--- src/rtl/cv32e40px_x_result_arb.sv ---
// Coprocessor result arbiter: buffers X-interface results and writes them into the
// register file in cycles the core WB stage leaves free. Define CV32E40PX_X_DUALWRITE_EN for rd/rd|1 pairs.
module cv32e40px_x_result_arb #(
  parameter int unsigned DEPTH = 2
) (
  input  logic        clk_i,
  input  logic        rst_i,
  input  logic        x_result_valid_i,
  output logic        x_result_ready_o,
  input  logic [4:0]  x_result_rd_i,
  input  logic [1:0]  x_result_we_i,
  input  logic [31:0] x_result_data_i,
  input  logic [31:0] x_result_data_hi_i,
  input  logic        core_we_wb_i,
  output logic        rf_we_o,
  output logic [4:0]  rf_waddr_o,
  output logic [31:0] rf_wdata_o,
  output logic        sb_clr_valid_o,
  output logic [4:0]  sb_clr_addr_o,
  output logic [3:0]  occupancy_o
);

  localparam int unsigned AW = $clog2(DEPTH);
  localparam logic [0:0] S_LO = 1'b0;
  localparam logic [0:0] S_HI = 1'b1;

  logic [4:0]    rd_q   [DEPTH];
  logic [31:0]   data_q [DEPTH];
  logic [AW-1:0] wptr_q, rptr_q;
  logic [3:0]    cnt_q;
  logic [0:0]    state_q;

  logic accept, push, pop, rf_we, non_empty, head_hi;
  logic [4:0]  head_addr;
  logic [31:0] head_data;

`ifdef CV32E40PX_X_DUALWRITE_EN
  logic          hi_q      [DEPTH];
  logic [31:0]   data_hi_q [DEPTH];

  assign head_hi   = hi_q[rptr_q];
  assign head_data = (state_q == S_HI) ? data_hi_q[rptr_q] : data_q[rptr_q];

  always_ff @(posedge clk_i) begin
    if (!rst_i && push) begin
      hi_q[wptr_q]      <= x_result_we_i[1];
      data_hi_q[wptr_q] <= x_result_data_hi_i;
    end
  end
`else
  logic unused_hi;
  assign unused_hi = ^{x_result_we_i[1], x_result_data_hi_i};
  assign head_hi   = 1'b0;
  assign head_data = data_q[rptr_q];
`endif

  assign non_empty = (cnt_q != '0);
  // Ready depends only on registered occupancy (and reset), never on core_we_wb_i.
  assign x_result_ready_o = ~rst_i & (cnt_q < 4'(DEPTH));
  assign accept = x_result_valid_i & x_result_ready_o;
  assign push   = accept & x_result_we_i[0] & (x_result_rd_i != '0);
  assign rf_we  = ~rst_i & non_empty & ~core_we_wb_i;
  assign pop    = rf_we & ((state_q == S_HI) | ~head_hi);
  assign head_addr = (state_q == S_HI) ? (rd_q[rptr_q] | 5'b00001) : rd_q[rptr_q];

  always_comb begin
    rf_waddr_o = '0;
    rf_wdata_o = '0;
    if (!rst_i && non_empty) begin
      rf_waddr_o = head_addr;
      rf_wdata_o = head_data;
    end
  end

  assign rf_we_o        = rf_we;
  assign sb_clr_valid_o = rf_we;
  assign sb_clr_addr_o  = rf_waddr_o;
  assign occupancy_o    = rst_i ? '0 : cnt_q;

  always_ff @(posedge clk_i) begin
    if (rst_i) begin
      wptr_q  <= '0;
      rptr_q  <= '0;
      cnt_q   <= '0;
      state_q <= S_LO;
    end else begin
      if (push) begin
        rd_q[wptr_q]   <= x_result_rd_i;
        data_q[wptr_q] <= x_result_data_i;
        wptr_q         <= wptr_q + AW'(1);
      end
      if (pop) rptr_q <= rptr_q + AW'(1);
      if (push && !pop)      cnt_q <= cnt_q + 4'd1;
      else if (pop && !push) cnt_q <= cnt_q - 4'd1;
      if (rf_we) state_q <= (state_q == S_LO && head_hi) ? S_HI : S_LO;
    end
  end

endmodule

--- config.mk ---
export PLATFORM = sky130hd
export DESIGN_NAME = cv32e40px_x_result_arb
export DESIGN_NICKNAME = d
export VERILOG_FILES = /design/src/rtl/cv32e40px_x_result_arb.sv
export SDC_FILE = /design/constraint.sdc
export NUM_CORES = 1
export LEC_CHECK = 0
export CAP_MARGIN = 10
export CORE_UTILIZATION = 44
export CTS_CLUSTER_DIAMETER = 60
export DETAILED_ROUTE_END_ITERATION = 6
export GPL_TIMING_DRIVEN = 0
export PLACE_DENSITY = 0.83
export SLEW_MARGIN = 20
export SYNTH_ARGS = -nofsm -noshare
export SYNTH_HDL_FRONTEND = slang
export SYNTH_SLANG_ARGS = --single-unit
--- constraint.sdc ---
create_clock -name clk_i -period 4.25 [get_ports clk_i]
set_input_delay 0.425 -clock clk_i [delete_from_list [all_inputs] [get_ports clk_i]]
set_output_delay 0.425 -clock clk_i [all_outputs]
set_load 0.05 [all_outputs]
==> results.json, run 1 <==
{
  "outcome": "finished, final reports clean",
  "antenna_left": 0,
  "synth_edf_count": 74,
  "worst-setup-path-type": "in -> out",
  "pre_cts_ws_ps": 945,
  "final_layout_size_suffix_gt1_share_pct": 11.1,
  "ys_seq_area_share_pct": 73.0,
  "synthesis.nets": 288,
  "postCtsHoldBufs": 0,
  "fin_cells": 412,
  "end_kind": "output port",
  "dp_cells": 397,
  "seq_area_um2": 2360,
  "avgSynthCellArea_um2": 15.5,
  "grt_max_degree": 24,
  "async_reset_ff_share_pct": 0,
  "rsz0062_at_grt": "no",
  "die_x_um": 87.8,
  "cp-start-kind": "primary input",
  "synth-seq-cells": 81,
  "hold_viol_final": 0,
  "drv_cap": 0,
  "ys_top_cells_by_area": "edfxtp_1 69%, mux2i_1 12%, nor2_1 5.3%",
  "critPathArrivalTime_ps": 2570,
  "cp_cell_sequence": "clkdlybuf4s50_1 > or2_2 > buf_4 > buf_2 > nor2_1 > clkdlybuf4s50_1",
  "synthCells": 209,
  "cp_max_fo": 10,
  "synth_top_area_cell": "edfxtp_1",
  "startpoint": "rst_i",
  "min_path_type": "reg -> reg",
  "ys_warn_count": 0,
  "cp_common_cell": "clkdlybuf4s50_1",
  "r2r_setup_slack_ps": 1610,
  "fin_skew_ps": 8.42,
  "path_buf_inv": 4,
  "placed_area_um2": 4320,
  "die_h_um": 87.8,
  "synth_top_area_share_pct": 68.6,
  "cp-endpoint": "rf_wdata_o[13]",
  "drtPass1Iterations": 4,
  "leakage_nw": 1.48,
  "drt_wl_total_um": 6020,
  "grt_pass1_wl_um": 9470,
  "slew_viol_final": 0,
  "initial_core_util_pct": 46.6,
  "required_ps": 3830,
  "synth_most_common_cell": "edfxtp_1",
  "netlist_area_um2": 3240,
  "cts_setup_buffers": 0,
  "worst_pin_slew_ps": 533,
  "final_area_um2": 4480,
  "setup_viol": 0,
  "synthDistinctLibCells": 25,
  "grt.overflow.total": 0,
  "ys.flop_type": "edfxtp_1",
  "num_rows": 30,
  "cts_sinks": 81,
  "fin_nets": 391,
  "drc": 0,
  "maxSlewHeadroom_pct": 64.4,
  "cts_made_buffers": 9,
  "cp_top_family": "buffers and inverters",
  "io_pins": 124,
  "routabilityCongestion": 0.726,
  "cp_num_cells": 6,
  "core-area_um2": 6940,
  "crit_path_max_incr_delay_ps": 820,
  "wire_per_inst_um": 14.6,
  "critPathSlowestCell": "clkdlybuf4s50_1",
  "setup_ws_ps": 1260,
  "vias": 1982,
  "path_clk_slew_ps": 70,
  "fin_util_pct": 64.6,
  "period_share_pct": 70.4,
  "rr_worst_depth": 10,
  "cts-root-buf": "clkbuf_8",
  "clock_latency_ps": 330,
  "synthTopCellsByCount": "74 x edfxtp_1, 46 x nor2_1, 38 x mux2i_1",
  "first_global_vias": 2052,
  "drt-initial-drc-count": 43,
  "r2r_end": "cnt_q[3]",
  "diodes": 0,
  "dp_hpwl_um": 4250,
  "cts_tree": "built",
  "antenna_found_initial": 0,
  "min_period_ps": 2990,
  "fill_cells": 497,
  "grt_use_total_pct": 16.8,
  "multi_input_area_um2": 782,
  "cts_max_level": 3,
  "viasPerCell": 4.81,
  "r2r_start": "cnt_q[1]",
  "area_growth_pct": 38.4,
  "fmax_mhz": 334,
  "numPortBuffers": 90,
  "p_per_area_nw_per_um2": 656,
  "clockBufferDepth": 2,
  "peakVddDrop_v": 0.000362,
  "cts_resized": 0,
  "dieArea_um2": 7710
}
state kept, by name, summed over array words and instances (netlist names), named ones only:
| name | count |
|---|---|
| cnt_q | 4 |
| data_q | 64 |
| rd_q | 10 |
| rptr_q | 1 |
| wptr_q | 1 |
worst register-to-register path, cell delays in order (launching register included):
cell and delay (ps):
dfxtp_1 460, nor4_1 110, nor3_1 380, inv_1 90
ha_1 220, inv_1 140, ha_1 300, a21oi_1 220
a211oi_1 100, a31oi_1 180, mux2_2 350
routing by layer:
layer	GRT usage, %	up-vias	part of all wire [%]
li1	-	958	-
met4	6.26	0	0.63
met1	19.8	962	42
met5	0	-	0
met3	3.86	4	4.3
met2	29.8	58	53
layout by cell type (no fill, tap or decap), types with 3 or more instances in the layout:
cell type and instances:
nor2_1 46, buf_4 7, clkdlybuf4s50_1 90, nor2b_1 4, clkbuf_8 9, xnor2_1 3
ha_1 3, mux2i_1 38, buf_2 7, edfxtp_1 74, dfxtp_1 7
power by group:
group          internal, W  switching, W  total (W)  leakage [nW]
clock             0.000205      0.000249   0.000454        0.0762
sequential        0.000941     0.0000393   0.000981         0.727
combinational     0.000538      0.000968    0.00151         0.672
total              0.00168       0.00126    0.00294          1.48
final cells by class:
type / count / area share (%)
Buffer: 16 / 2.12
Inverter: 2 / 0.167
Clock inverter: 6 / 0.809
Multi-Input combinational cell: 110 / 17.4
Timing Repair Buffer: 92 / 21.3
Sequential cell: 81 / 52.7
Clock buffer: 9 / 2.76
Tap cell: 96 / 2.68
stage by stage:
step | power, W | hold slack [ps] | TNS (ps)
after global routing | 0.00309 | 635 | 0
final | 0.00294 | 560 | 0
after global placement | 0.00248 | 496 | -6270
after CTS | 0.00297 | 575 | 0
after floorplan | 0.00203 | 481 | 0
after detailed placement | 0.00251 | 508 | 0
kinds of logic after synthesis:
family	count (synthesis)	share of synthesized area (%)
flip-flops	81	73.0
AND/OR/NAND/NOR	58	7.81
multiplexers	39	12.1
buffers and inverters	18	3.17
AO/OA/AOI/OAI	5	1.12
XOR/XNOR	4	1.08
adder cells (fa/ha/maj)	4	1.78
worst min-delay path by stage:
stage / from / cells after the start / slack, ps / to
6_report: rptr_q / 2 / 560 / flip-flop
5_1_grt: cnt_q[3] / 2 / 640 / cnt_q[3]
4_1_cts: rptr_q / 2 / 580 / flip-flop
3_5_place_dp: rptr_q / 2 / 510 / rptr_q
3_3_place_gp: rptr_q / 2 / 500 / rptr_q
2_1_floorplan: rptr_q / 2 / 480 / flip-flop
Power figures use the tool's default switching activity.
==> inputs of run 2 (changes only) <==
Settings changed: CORE_UTILIZATION 44 to 39, PLACE_DENSITY 0.83 to 0.78.
Clock period 4.25 ns to 2.61 ns, I/O delays scaled along.
==> run 2 against run 1 <==
Against the previous run: clock-buffer cell count up 1; first-iteration DRC count rose by 21%; clock power grew 89%; sequential share of layout area increased by 0.35 points; cell count rose by 1.9%; combinational power grew 55%; clock skew fell by 2.5 ps; wire length is 1.3% lower.
==> results.json, run 2 (same netlist as run 1, synthesis figures left out) <==
{
  "final_layout_size_suffix_gt1_share_pct": 20.1,
  "final_cell_mix": "74 x edfxtp_1, 47 x clkdlybuf4s50_1, 46 x nor2_1",
  "final_area_um2": 4460,
  "reg_top3": "data_q x64, rd_q x10, cnt_q x4",
  "fin_nets": 392,
  "fin_cells": 420,
  "min_period_ps": 2520,
  "die_h_um": 93.1,
  "drt_wl_total_um": 5940,
  "die_x_um": 93.1,
  "routabilityCongestion": 0.832,
  "dp_hpwl_um": 4020,
  "diodes": 0,
  "placed_area_um2": 4330,
  "top_register": "data_q",
  "core-area_um2": 7890,
  "peakVddDrop_v": 0.000583,
  "fmax_mhz": 396,
  "cts_max_level": 3,
  "startpoint": "x_result_rd_i[3]",
  "dieArea_um2": 8670,
  "period_share_pct": 96.6,
  "fin_skew_ps": 5.92,
  "r2r_start": "cnt_q[2]",
  "critPathArrivalTime_ps": 2750,
  "cts_tree": "built",
  "maxSlewHeadroom_pct": 40.0,
  "drt-initial-drc-count": 52,
  "numPortBuffers": 90,
  "io_pins": 124,
  "antenna_left": 0,
  "leakage_nw": 1.58,
  "outcome": "finished, final reports clean",
  "hold_viol_final": 0,
  "rsz0062_at_grt": "no",
  "grt_pass1_wl_um": 9460,
  "layout_commonest_cell": "edfxtp_1",
  "total_power_w": 0.00481,
  "cts-root-buf": "clkbuf_8",
  "worst_pin_slew_ps": 901,
  "num_rows": 32,
  "grt_use_total_pct": 14.8,
  "p_per_area_nw_per_um2": 1080,
  "dp_cells": 401,
  "worst-setup-path-type": "in -> reg",
  "required_ps": 2840,
  "path_clk_slew_ps": 80,
  "vias": 1979,
  "fin_hold_ws_ps": 310,
  "antenna_found_initial": 0,
  "slew_viol_final": 0,
  "cp_max_fo": 4,
  "pre_cts_ws_ps": -377,
  "wire_per_inst_um": 14.2,
  "clockBufferDepth": 2,
  "grt.overflow.total": 0,
  "initial_core_util_pct": 41.1,
  "viasPerCell": 4.71,
  "end_kind": "flip-flop",
  "min_path_type": "in -> reg",
  "area_growth_pct": 37.6,
  "largest_reg_flops": 64,
  "setup_ws_ps": 87.7,
  "cts_sinks": 81,
  "setup_viol": 0,
  "cp-start-kind": "primary input",
  "drtPass1Iterations": 4,
  "hold_start": "x_result_rd_i[0]",
  "first_global_vias": 1996,
  "drc": 0,
  "rr_worst_depth": 9,
  "min_path_cells": 1,
  "grt_max_degree": 38,
  "clock_latency_ps": 340,
  "drv_cap": 0,
  "cts_made_buffers": 9
}
run 2: changes by cell type in the layout (fill, tap and decap cells not counted), moves of 2 or more:
cell,change
clkdlybuf4s50_1,-43
clkdlybuf4s15_1,+11
dlygate4sd2_1,+12
clkbuf_2,+20
ha_4,+2
buf_4,+2
ha_1,-2
run 2: timing repair:
item / 4_1_cts / 5_1_grt
setup buffers: 2 / 0
setup endpoints to repair: 43 / 32
resized for setup: 44 / 53
hold buffers: 0 / 0
pin swaps: 1 / 1
run 2: area by class of cell:
class / instances / area, um^2
tap: 102 / 128
clock inverter: 6 / 58.8
clock buffer: 10 / 128
inverter: 2 / 10.0
timing repair buffer: 93 / 828
fill: 634 / 3430
multi-input combinational: 110 / 845
buffer: 16 / 95.1
sequential: 81 / 2360
run 2: worst max-delay path, stage by stage:
cell	delay [ps]
clkdlybuf4s50_1	450
or4_1	520
o2111a_2	300
ha_4	180
inv_4	70
ha_1	230
nand3_1	110
a211oi_1	80
a31oi_1	190
mux2_2	350
run 2: metal layers:
| layer | global-route usage (%) | share of wire, % | up-vias |
|---|---|---|---|
| li1 | - | - | 962 |
| met1 | 17.9 | 43 | 947 |
| met2 | 25.2 | 50 | 60 |
| met3 | 3.41 | 5.3 | 10 |
| met4 | 6.92 | 1.6 | 0 |
| met5 | 0 | 0 | - |
run 2: worst paths after layout:
kind | endpoint | slack (ps)
setup / recovery | cnt_q[3] | 90
hold / removal | rd_q[1][0] | 310
setup reg to reg | cnt_q[3] | 330
hold reg to reg | rptr_q | 530
run 2: power breakdown:
| group | internal (W) | switching (W) |
|---|---|---|
| Combinational | 0.000746 | 0.00160 |
| Clock | 0.000435 | 0.000423 |
| Sequential | 0.00153 | 0.0000766 |
run 2: metrics by stage:
stage / setup TNS, ps / util (%)
floorplan: -14.8 / -
global placement: -14400 / 54.8
detailed placement: -17200 / 54.8
CTS: 0 / 56.8
global route: 0 / 56.5
finish: 0 / 56.5
